--- src/rtl/text_pkg.sv ---
// Shared constants, FSM state encoding and screen geometry for the PS/2 text writer.
package text_pkg;

   localparam int unsigned TEXT_COLS = 64;
   localparam int unsigned TEXT_ROWS = 30;

   localparam logic [7:0] SC_BREAK   = 8'hF0;
   localparam logic [7:0] SC_EXT     = 8'hE0;
   localparam logic [7:0] SC_LSHIFT  = 8'h12;
   localparam logic [7:0] SC_RSHIFT  = 8'h59;
   localparam logic [7:0] SC_ENTER   = 8'h5A;
   localparam logic [7:0] SC_BKSP    = 8'h66;
   localparam logic [7:0] SC_SPACE   = 8'h29;

   localparam logic [7:0] ASCII_SPACE = 8'h20;

   typedef enum logic [2:0] {
      ST_IDLE      = 3'd0,
      ST_BREAK     = 3'd1,
      ST_EXT       = 3'd2,
      ST_EXT_BREAK = 3'd3,
      ST_WRITE     = 3'd4,
      ST_CLEAR     = 3'd5
   } state_e;

   function automatic logic is_shift_code(input logic [7:0] sc);
      return (sc == SC_LSHIFT) || (sc == SC_RSHIFT);
   endfunction

endpackage

--- src/rtl/ps2_scancode_ascii.sv ---
// Combinational PS/2 set-2 make code to ASCII lookup for letters, digit row and space.
module ps2_scancode_ascii
   import text_pkg::*;
(
   input  logic [7:0] scancode,
   input  logic       shift,
   output logic [7:0] ascii,
   output logic       hit
);

   logic [7:0] base_s;

   function automatic logic [7:0] shifted_digit(input logic [7:0] d);
      logic [7:0] r;
      case (d)
         8'h30:   r = 8'h29;
         8'h31:   r = 8'h21;
         8'h32:   r = 8'h40;
         8'h33:   r = 8'h23;
         8'h34:   r = 8'h24;
         8'h35:   r = 8'h25;
         8'h36:   r = 8'h5E;
         8'h37:   r = 8'h26;
         8'h38:   r = 8'h2A;
         8'h39:   r = 8'h28;
         default: r = d;
      endcase
      return r;
   endfunction

   // Unshifted character for each mapped make code.
   always_comb begin
      hit    = 1'b1;
      base_s = 8'h00;
      case (scancode)
         8'h1C: base_s = 8'h61;
         8'h32: base_s = 8'h62;
         8'h21: base_s = 8'h63;
         8'h23: base_s = 8'h64;
         8'h24: base_s = 8'h65;
         8'h2B: base_s = 8'h66;
         8'h34: base_s = 8'h67;
         8'h33: base_s = 8'h68;
         8'h43: base_s = 8'h69;
         8'h3B: base_s = 8'h6A;
         8'h42: base_s = 8'h6B;
         8'h4B: base_s = 8'h6C;
         8'h3A: base_s = 8'h6D;
         8'h31: base_s = 8'h6E;
         8'h44: base_s = 8'h6F;
         8'h4D: base_s = 8'h70;
         8'h15: base_s = 8'h71;
         8'h2D: base_s = 8'h72;
         8'h1B: base_s = 8'h73;
         8'h2C: base_s = 8'h74;
         8'h3C: base_s = 8'h75;
         8'h2A: base_s = 8'h76;
         8'h1D: base_s = 8'h77;
         8'h22: base_s = 8'h78;
         8'h35: base_s = 8'h79;
         8'h1A: base_s = 8'h7A;
         8'h45: base_s = 8'h30;
         8'h16: base_s = 8'h31;
         8'h1E: base_s = 8'h32;
         8'h26: base_s = 8'h33;
         8'h25: base_s = 8'h34;
         8'h2E: base_s = 8'h35;
         8'h36: base_s = 8'h36;
         8'h3D: base_s = 8'h37;
         8'h3E: base_s = 8'h38;
         8'h46: base_s = 8'h39;
         SC_SPACE: base_s = ASCII_SPACE;
         default: begin
            base_s = 8'h00;
            hit    = 1'b0;
         end
      endcase
   end

   // Shift only affects letters and the digit row.
   always_comb begin
      if (shift && (base_s >= 8'h61) && (base_s <= 8'h7A)) begin
         ascii = base_s - 8'h20;
      end else if (shift && (base_s >= 8'h30) && (base_s <= 8'h39)) begin
         ascii = shifted_digit(base_s);
      end else begin
         ascii = base_s;
      end
   end

endmodule

--- src/rtl/ps2_text_writer.sv ---
// Turns PS/2 scancodes into character-buffer writes with a wrapping cursor.
// Optional power-up screen clear is compiled in with TEXT_WRITER_CLEAR_EN.
module ps2_text_writer
   import text_pkg::*;
#(
   parameter int unsigned COLS = TEXT_COLS,
   parameter int unsigned ROWS = TEXT_ROWS
)
(
   input  logic        clk,
   input  logic        rst,
   input  logic [7:0]  kbd_data,
   input  logic        kbd_valid,
   output logic        kbd_ready,
   output logic        mem_we,
   output logic [11:0] mem_addr,
   output logic [7:0]  mem_wdata,
   output logic [5:0]  cursor_col,
   output logic [5:0]  cursor_row,
   output logic [7:0]  char_count
);

   localparam logic [5:0] COL_LAST = 6'(COLS - 1);
   localparam logic [5:0] ROW_LAST = 6'(ROWS - 1);

`ifdef TEXT_WRITER_CLEAR_EN
   localparam state_e RESET_STATE = ST_CLEAR;
   localparam logic   RESET_READY = 1'b0;
`else
   localparam state_e RESET_STATE = ST_IDLE;
   localparam logic   RESET_READY = 1'b1;
`endif

   state_e      state_q, state_d;
   logic        shift_q, shift_d;
   logic        bksp_q, bksp_d;
   logic [5:0]  col_q, col_d;
   logic [5:0]  row_q, row_d;
   logic [7:0]  count_q, count_d;
   logic        mem_we_q, mem_we_d;
   logic [11:0] mem_addr_q, mem_addr_d;
   logic [7:0]  mem_wdata_q, mem_wdata_d;
   logic        kbd_ready_q, kbd_ready_d;
`ifdef TEXT_WRITER_CLEAR_EN
   logic        clr_done_q, clr_done_d;
`endif

   logic [7:0]  ascii_s;
   logic        hit_s;
   logic        accept_s;
   logic [5:0]  row_inc_s, adv_col_s, adv_row_s, back_col_s, back_row_s;

   ps2_scancode_ascii u_lookup (
      .scancode (kbd_data),
      .shift    (shift_q),
      .ascii    (ascii_s),
      .hit      (hit_s)
   );

   assign accept_s  = kbd_valid && kbd_ready_q;
   assign row_inc_s = (row_q == ROW_LAST) ? 6'd0 : row_q + 6'd1;
   assign adv_col_s = (col_q == COL_LAST) ? 6'd0 : col_q + 6'd1;
   assign adv_row_s = (col_q == COL_LAST) ? row_inc_s : row_q;

   // Backspace target: previous cell, pinned at the top-left corner.
   always_comb begin
      if (col_q != 6'd0) begin
         back_col_s = col_q - 6'd1;
         back_row_s = row_q;
      end else if (row_q != 6'd0) begin
         back_col_s = COL_LAST;
         back_row_s = row_q - 6'd1;
      end else begin
         back_col_s = 6'd0;
         back_row_s = 6'd0;
      end
   end

   // Next-state logic for the prefix tracker, cursor and write port.
   always_comb begin
      state_d     = state_q;
      shift_d     = shift_q;
      bksp_d      = bksp_q;
      col_d       = col_q;
      row_d       = row_q;
      count_d     = count_q;
      mem_we_d    = 1'b0;
      mem_addr_d  = mem_addr_q;
      mem_wdata_d = mem_wdata_q;
`ifdef TEXT_WRITER_CLEAR_EN
      clr_done_d  = clr_done_q;
`endif
      case (state_q)
         ST_IDLE: begin
            if (!accept_s) begin
               state_d = ST_IDLE;
            end else if (kbd_data == SC_BREAK) begin
               state_d = ST_BREAK;
            end else if (kbd_data == SC_EXT) begin
               state_d = ST_EXT;
            end else if (is_shift_code(kbd_data)) begin
               shift_d = 1'b1;
            end else if (kbd_data == SC_ENTER) begin
               col_d = 6'd0;
               row_d = row_inc_s;
            end else if (kbd_data == SC_BKSP) begin
               // Cursor moves now so the blanking write lands on the new cell.
               col_d       = back_col_s;
               row_d       = back_row_s;
               mem_we_d    = 1'b1;
               mem_addr_d  = {back_col_s, back_row_s};
               mem_wdata_d = ASCII_SPACE;
               bksp_d      = 1'b1;
               state_d     = ST_WRITE;
            end else if (hit_s) begin
               mem_we_d    = 1'b1;
               mem_addr_d  = {col_q, row_q};
               mem_wdata_d = ascii_s;
               bksp_d      = 1'b0;
               state_d     = ST_WRITE;
            end else begin
               state_d = ST_IDLE;
            end
         end
         ST_BREAK: begin
            if (accept_s) begin
               if (is_shift_code(kbd_data)) begin
                  shift_d = 1'b0;
               end else begin
                  shift_d = shift_q;
               end
               state_d = ST_IDLE;
            end else begin
               state_d = ST_BREAK;
            end
         end
         ST_EXT: begin
            if (accept_s) begin
               state_d = (kbd_data == SC_BREAK) ? ST_EXT_BREAK : ST_IDLE;
            end else begin
               state_d = ST_EXT;
            end
         end
         ST_EXT_BREAK: begin
            if (accept_s) begin
               state_d = ST_IDLE;
            end else begin
               state_d = ST_EXT_BREAK;
            end
         end
         ST_WRITE: begin
            if (!bksp_q) begin
               col_d   = adv_col_s;
               row_d   = adv_row_s;
               count_d = count_q + 8'd1;
            end else begin
               col_d = col_q;
            end
            state_d = ST_IDLE;
         end
`ifdef TEXT_WRITER_CLEAR_EN
         ST_CLEAR: begin
            // The cursor doubles as the sweep pointer; it wraps back to (0,0) at the end.
            if (clr_done_q) begin
               clr_done_d = 1'b0;
               state_d    = ST_IDLE;
            end else begin
               mem_we_d    = 1'b1;
               mem_addr_d  = {col_q, row_q};
               mem_wdata_d = ASCII_SPACE;
               col_d       = adv_col_s;
               row_d       = adv_row_s;
               clr_done_d  = (col_q == COL_LAST) && (row_q == ROW_LAST);
            end
         end
`endif
         default: begin
            state_d = ST_IDLE;
         end
      endcase
      kbd_ready_d = (state_d == ST_IDLE) || (state_d == ST_BREAK) ||
                    (state_d == ST_EXT)  || (state_d == ST_EXT_BREAK);
   end

   // State registers with synchronous reset.
   always_ff @(posedge clk) begin
      if (rst) begin
         state_q     <= RESET_STATE;
         shift_q     <= 1'b0;
         bksp_q      <= 1'b0;
         col_q       <= 6'd0;
         row_q       <= 6'd0;
         count_q     <= 8'd0;
         mem_we_q    <= 1'b0;
         mem_addr_q  <= 12'd0;
         mem_wdata_q <= ASCII_SPACE;
         kbd_ready_q <= RESET_READY;
`ifdef TEXT_WRITER_CLEAR_EN
         clr_done_q  <= 1'b0;
`endif
      end else begin
         state_q     <= state_d;
         shift_q     <= shift_d;
         bksp_q      <= bksp_d;
         col_q       <= col_d;
         row_q       <= row_d;
         count_q     <= count_d;
         mem_we_q    <= mem_we_d;
         mem_addr_q  <= mem_addr_d;
         mem_wdata_q <= mem_wdata_d;
         kbd_ready_q <= kbd_ready_d;
`ifdef TEXT_WRITER_CLEAR_EN
         clr_done_q  <= clr_done_d;
`endif
      end
   end

   assign kbd_ready  = kbd_ready_q;
   assign mem_we     = mem_we_q;
   assign mem_addr   = mem_addr_q;
   assign mem_wdata  = mem_wdata_q;
   assign cursor_col = col_q;
   assign cursor_row = row_q;
   assign char_count = count_q;

endmodule

--- config.mk ---
export PLATFORM = sky130hd
export DESIGN_NAME = ps2_text_writer
export DESIGN_NICKNAME = d
export VERILOG_FILES = /design/src/rtl/text_pkg.sv /design/src/rtl/ps2_scancode_ascii.sv /design/src/rtl/ps2_text_writer.sv
export SDC_FILE = /design/constraint.sdc
export NUM_CORES = 1
export LEC_CHECK = 0
export ABC_AREA = 1
export CORE_MARGIN = 3
export CORE_UTILIZATION = 30
export CTS_CLUSTER_DIAMETER = 150
export CTS_CLUSTER_SIZE = 28
export DETAILED_ROUTE_END_ITERATION = 8
export GPL_ROUTABILITY_DRIVEN = 1
export PLACE_DENSITY = 0.49
export SLEW_MARGIN = 20
export SYNTH_ARGS = -nofsm -noshare
export SYNTH_HDL_FRONTEND = slang
export SYNTH_HIERARCHICAL = 1
export SYNTH_SLANG_ARGS = --single-unit
--- constraint.sdc ---
create_clock -name clk -period 4.6 [get_ports clk]
set_input_delay 0.92 -clock clk [delete_from_list [all_inputs] [get_ports clk]]
set_output_delay 0.92 -clock clk [all_outputs]
set_load 0.01 [all_outputs]
Word level (Yosys, flattened, before mapping). Index checks and enable logic that the tools add are counted.

Flip-flop bits (word level): 47.

$add $sub $neg: 6. $lt $le $gt $ge: 4. Equality and inequality tests: 72. Mux-type cells: 55. Bitwise gates (word level): 7. Reduce and logical (&&, ||, !) cells: 23.

Operators with widths (count): 7-bit one-hot mux with 37 select lines (1); 8-bit by 6-bit equality test with 1-bit output, second input constant (23); 6-bit two-way mux (21); 8-bit by 7-bit equality test with 1-bit output, second input constant (10); 7-bit by 6-bit equality test with 1-bit output, second input constant (10); 7-bit one-hot mux with 10 select lines (1); 8-bit by 5-bit equality test with 1-bit output, second input constant (8); 37-bit OR reduction (1); 12-bit two-way mux (2); 8-bit two-way mux (3); 6-bit one-hot mux with 2 select lines (2); 3-bit two-way mux (7); 7-bit AND reduction (3); 2-bit inequality test, second input constant (9); 8-bit equality test, second input constant (2); 6-bit by 1-bit adder with 6-bit output, second input constant (2); 3-bit by 2-bit equality test with 1-bit output, second input constant (4); 1-bit two-way mux (12); 3-bit one-hot mux with 4 select lines (1); 6-bit nonzero test (2); 6-bit by 1-bit subtractor with 6-bit output, second input constant (2); 8-bit by 1-bit adder with 8-bit output, second input constant (1); 8-bit AND reduction (1); 7-bit by 6-bit subtractor with 8-bit output, second input constant (1); 19 further kinds (38).

Longest topological paths before layout.
Depth after elaboration: 15. Gate-level depth with buffers: 21. Gate-level depth less buffers: 20.

Cells and area by module. Netlist, hierarchy kept.

Modules (own cells, without submodules): ps2_text_writer (instances 1, cells each 529, area each 3166.8 µm², seq. area each 940.9 µm²); ps2_scancode_ascii (instances 1, cells each 192, area each 879.6 µm², seq. area each 0.0 µm²).

Worst setup path after synthesis. No wires, ideal clock.

Kind: in2reg. From: input port kbd_data[3]. To: register bksp_q. Library setup time: 0.113 ns. Arrival: 2.421 ns. Required time: 4.487 ns. Setup slack: 2.066 ns. Stages: 19. Buffers on the path: 1. Cells stage by stage: nor2_1 nand2_1 nor2_1 nor2_2 nand2_1 inv_1 nand2_1 nor2_1 inv_1 nor2_1 inv_1 inv_1 nand2_1 inv_1 nor2_2 nand2_1 buf_4 o21ai_1 nor2_1.

Word-level cells in the longest chain between the ends: 5. Elaborated cells between the ends (all ways): 53. Those cells by class: eq/ne: 43; mux: 2; bitwise: 4; reduce/logical: 4.

RTL lines: start, declared (RTL line ps2_text_writer.sv:12) `input logic [7:0] kbd_data,`; 8-bit by 5-bit equality test with 1-bit output (tied with other cells) (RTL line ps2_scancode_ascii.sv:35) `case (scancode)`; 37-bit OR reduction (no source line) *; 1-bit two-way mux * (RTL line ps2_scancode_ascii.sv:35); named net hit_s (RTL line ps2_text_writer.sv:49) `logic hit_s;`; 2-bit nonzero test (no source line) *; 7-bit AND reduction (no source line) *; end signal, assigned (RTL line ps2_text_writer.sv:204) `bksp_q <= bksp_d;`; end, declared (RTL line ps2_text_writer.sv:36) `logic bksp_q, bksp_d;`.

The timed path passes the listed nets; every way through them passes the cells marked *. A chain may end at the register's enable or synchronous reset.

Worst setup path after layout.
From: input port kbd_data[4]. To: register mem_wdata_q[3] (netlist: mem_wdata[3]).

Elaborated cells between the ends (all ways): 77. Those cells by class: add/sub: 1; order compare: 4; eq/ne: 53; mux: 7; bitwise: 4; reduce/logical: 8.

RTL lines: 8-bit by 5-bit equality test with 1-bit output (tied with other cells) (RTL line ps2_scancode_ascii.sv:35); 37-bit OR reduction (no source line) *; 1-bit two-way mux * (RTL line ps2_scancode_ascii.sv:35); named net hit_s (RTL line ps2_text_writer.sv:49); 2-bit nonzero test (no source line) *; 7-bit AND reduction (no source line) *; end signal, assigned (RTL line ps2_text_writer.sv:210) `mem_wdata_q <= mem_wdata_d;`; end, declared (RTL line ps2_text_writer.sv:42) `logic [7:0] mem_wdata_q, mem_wdata_d;`.

The timed path passes the listed nets; every way through them passes the cells marked *. The select of a mux whose other input is x is not followed.

==> implementation parameters <==
Parameter                              Value

Clocking
  Clk_lat worst skew    around 0.29 ns
  CTS tree    yes
  CTS Hold Bufs    0
  Clock root buffer    sky130_fd_sc_hd__clkbuf_16
  Clock-pin slew on the worst setup and hold paths    ~0.060 ns
  Maximum buffer depth of the clock tree    2
  # clock sinks    47
  Number of H-tree levels    2
  Num CTS Buffers    5
  Post-CTS Resized    0
  Setup fix buffers added after clock tree synthesis    0

Yosys
  Syn_nets    ~740
  Synth Cell Area    between 4000 and 5000 sq um
  Yosys warning count    6
  Synth Register Bits    47
  Number of cells produced by synthesis    ~720
  Average instance area after synthesis    about 5.6 sq um
  Sequential share of the synthesized area    between 20% and 30%
  Yosys cell types    39

Critical path
  Worst Path Arrival    3.75 ns
  WP data required    approximately 4.8 ns
  CP Class    in2reg
  Type of element capturing the critical path    flop
  Startpoint type of the worst setup path    primary input
  Slowest CP cell    sky130_fd_sc_hd__clkdlybuf4s50_1
  Cells traversed along the worst timing path    clkdlybuf4s50_1 > inv_1 > nand2_1 > nor2_2 > nand2_1 > o21ai_1 > nor2_1 > nand2_1 > nor2_1 > inv_1 > nor2_1 > inv_1 > inv_1 > nand2_1 > inv_1 > nor2_2 > nand2_1 > nand2_1 > a21oi_1
  Slowest Stage Delay on Critical Path    between 0.6 and 0.7 ns
  Highest net fanout along the worst path    21
  Dominant cell type by count on the critical path    sky130_fd_sc_hd__nand2_1

Floorplan
  Core Box Area    ~13000 sq um
  Number of cell rows    41
  Area of the die    roughly 15000 sq um
  Die span in y    about 120 um
  Width of the chip    roughly 120 um
  Initial standard-cell utilization of the core    31.4%
  Boundary Pins    between 50 and 60

GRT
  Global-route wire length before repair    20100 um
  All-layer global routing usage    about 16%
  Number of antenna violations at the first check in global routing    0
  GR Overflow Total    0
  Largest net degree at the start of global routing    25
  Number of global-route vias before repair    between 4000 and 5000

Timing
  Relative max-transition margin    around 54%
  Time the worst path needs with I/O delays and setup    roughly 3.5 ns
  Maximum operating frequency    between 200 and 300 MHz
  Ratio of final minimum period to clock period    about three quarters
  Setup repair after global routing missed its margin    no
  Largest clock skew in the final design    around 0.0037 ns
  Sum of negative setup slack    0 ns
  Number of setup violations in the final report    0
  Final hold viol count    0
  Number of max-slew violations in the final report    0
  Slew at the pin closest to its max-slew limit    approximately 0.69 ns

Cells and area
  Final core area utilization    between 30% and 40%
  Final antenna diode count    0
  Post-layout nets    around 790
  Share of layout cells above drive strength 1    8.19%
  Filler cell count in the final layout    around 1400
  Growth of design area from synthesis to finish    20.0%

Placement
  Number of buffer cells added on primary ports    between 50 and 60
  Post-detailed-placement half-perimeter wirelength    9180 um
  Final weighted congestion of routability-driven global placement    about 0.94

Power and ir drop
  Pleak    between 2 and 2.5 nW
  Worst supply voltage drop on vdd    between 100 and 150 uV
  Ratio of total power to cell area    about 210 nW/um^2

Detailed routing
  Total wire length    ~12000 um
  WL/cell    about 13 um
  Number of routed nets with antenna violations    0
  Drt initial violations    a little under 300
  Number of detailed-route iterations in the first pass    5
  Via-per-instance ratio    4.79
  Overall via count from detail_route    between 4000 and 5000
  DRC Markers    0

Flow run
  Number of max-cap violations    0

Outcome
  Run status    finished clean

Hold path
  Worst min path class    reg2reg
[kinds of logic (layout without fill, tap and decap cells)]
group | count (synthesis) | after routing | share of synthesized area, %
buffers and inverters | 104 | 152 | 11.1
DFF | 47 | 47 | 23.3
AOI/OAI and AO/OA | 51 | 51 | 6.71
adders and majority gates | 7 | 7 | 2.16
xor gates and xnor gates | 7 | 7 | 1.52
other | 1 | 1 | 0.0927
and+or+nand+nor | 504 | 504 | 55.1
[registers in the layout, summed over array words and instances (netlist names), 3 cells and up]
| name | flops |
|---|---|
| mem_wdata | 8 |
| cursor_row | 6 |
| mem_addr | 12 |
| char_count | 8 |
| cursor_col | 6 |
| state_q | 3 |
[per-layer routing]
metal	up-vias	GRT usage, %	routed length, um
met1	2043	23.7	6050
met2	119	25.4	5190
met5	-	0	0
met4	0	3.29	82
met3	9	3.16	568
li1	2337	-	-
[cell usage in the layout, fill, tap and decap left out, types with 3 or more instances in the layout]
cell,netlist,final
sky130_fd_sc_hd__buf_4,7,5
sky130_fd_sc_hd__clkbuf_16,0,5
sky130_fd_sc_hd__nor2_1,126,126
sky130_fd_sc_hd__ha_1,7,7
sky130_fd_sc_hd__inv_2,9,9
sky130_fd_sc_hd__dfxtp_1,47,47
sky130_fd_sc_hd__xor2_1,6,6
sky130_fd_sc_hd__o21ai_1,6,6
sky130_fd_sc_hd__nand2_1,245,245
sky130_fd_sc_hd__nor2_4,6,6
sky130_fd_sc_hd__o21ai_0,22,22
sky130_fd_sc_hd__a21oi_1,17,17
sky130_fd_sc_hd__nand4_1,11,11
sky130_fd_sc_hd__clkdlybuf4s50_1,0,52
sky130_fd_sc_hd__nor2_2,12,12
sky130_fd_sc_hd__nand2_2,12,12
sky130_fd_sc_hd__nand2_4,3,3
sky130_fd_sc_hd__inv_1,76,76
sky130_fd_sc_hd__nor3_1,8,8
sky130_fd_sc_hd__nand3_1,62,62
sky130_fd_sc_hd__nand3b_1,7,7
[path summary, 6_finish.rpt]
path                  from            to  slack, ns  depth (start not counted)
max reg2reg  cursor_col[0]   mem_addr[6]       2.46                          9
min           mem_wdata[0]  mem_wdata[0]       0.47                          2
max            kbd_data[4]  mem_wdata[3]       1.07                         19
min reg2reg   mem_wdata[0]  mem_wdata[0]       0.47                          2
[critical path: cells and delay by family]
kind | cells | cell delay (ns)
AOI/OAI and AO/OA | 2 | 0.24
buffers and inverters | 6 | 1.03
and+or+nand+nor | 11 | 1.54
[cell usage after synthesis]
cell type,number,share of area [%]
sky130_fd_sc_hd__clkbuf_1,2,0.19
sky130_fd_sc_hd__nand3b_1,7,1.3
sky130_fd_sc_hd__inv_1,76,7.1
sky130_fd_sc_hd__clkbuf_8,1,0.34
sky130_fd_sc_hd__inv_4,1,0.15
sky130_fd_sc_hd__nand2_1,245,23
sky130_fd_sc_hd__inv_2,9,0.83
sky130_fd_sc_hd__nor2_2,12,1.9
sky130_fd_sc_hd__conb_1,1,0.093
sky130_fd_sc_hd__nor3b_1,2,0.37
sky130_fd_sc_hd__nor4_1,2,0.31
sky130_fd_sc_hd__o21ai_2,1,0.22
sky130_fd_sc_hd__nand4_1,11,1.7
sky130_fd_sc_hd__buf_6,2,0.56
sky130_fd_sc_hd__xnor2_1,1,0.22
sky130_fd_sc_hd__nand2_2,12,1.9
sky130_fd_sc_hd__o21ai_1,6,0.74
sky130_fd_sc_hd__a31oi_1,2,0.31
sky130_fd_sc_hd__a22oi_1,1,0.19
sky130_fd_sc_hd__nor3_1,8,0.99
sky130_fd_sc_hd__xor2_1,6,1.3
sky130_fd_sc_hd__nand3_1,62,7.7
sky130_fd_sc_hd__nand3_2,2,0.49
sky130_fd_sc_hd__or2_2,1,0.15
sky130_fd_sc_hd__nor2_1,126,12
sky130_fd_sc_hd__o21a_1,1,0.19
sky130_fd_sc_hd__dfxtp_1,47,23
sky130_fd_sc_hd__nor2_4,6,1.7
sky130_fd_sc_hd__o21ai_0,22,2.7
sky130_fd_sc_hd__nand3_4,2,0.87
sky130_fd_sc_hd__nor3_2,2,0.49
sky130_fd_sc_hd__buf_2,5,0.62
sky130_fd_sc_hd__ha_1,7,2.2
sky130_fd_sc_hd__a21oi_1,17,2.1
sky130_fd_sc_hd__clkinv_1,1,0.093
sky130_fd_sc_hd__o211a_1,1,0.25
sky130_fd_sc_hd__nand2_4,3,0.83
sky130_fd_sc_hd__buf_4,7,1.3
sky130_fd_sc_hd__and3_1,1,0.15
[where the power goes]
part / internal (mW) / switching (mW) / total, mW / leakage, nW
registers: 0.419 / 0.00974 / 0.429 / 0.380
logic: 0.0752 / 0.133 / 0.208 / 2.01
clock network: 0.232 / 0.154 / 0.386 / 0.0772
[cell type report]
cell class | count | area [sq um] | area share, %
flip-flops and latches | 47 | 941 | 19.4
clock buffers | 8 | 156 | 3.22
multi-input cells | 570 | 2660 | 54.7
inverters | 87 | 329 | 6.78
well taps | 172 | 215 | 4.43
repair buffers | 57 | 558 | 11.5
[per-stage QoR]
stage | hold WS, ns | instance area [sq um] | total power, mW | instances | worst slack (ns)
after floorplan | 0.483 | 4050 | 0.578 | 721 | 2.07
after global placement | 0.452 | 4700 | 0.645 | 933 | 0.735
after detailed placement | 0.461 | 4700 | 0.646 | 933 | 0.787
after CTS | 0.471 | 4850 | 1.04 | 941 | 1.09
after global routing | 0.488 | 4850 | 1.09 | 941 | 0.673
final | 0.467 | 4850 | 1.02 | 941 | 1.07
(Power assumes the default switching activity.)
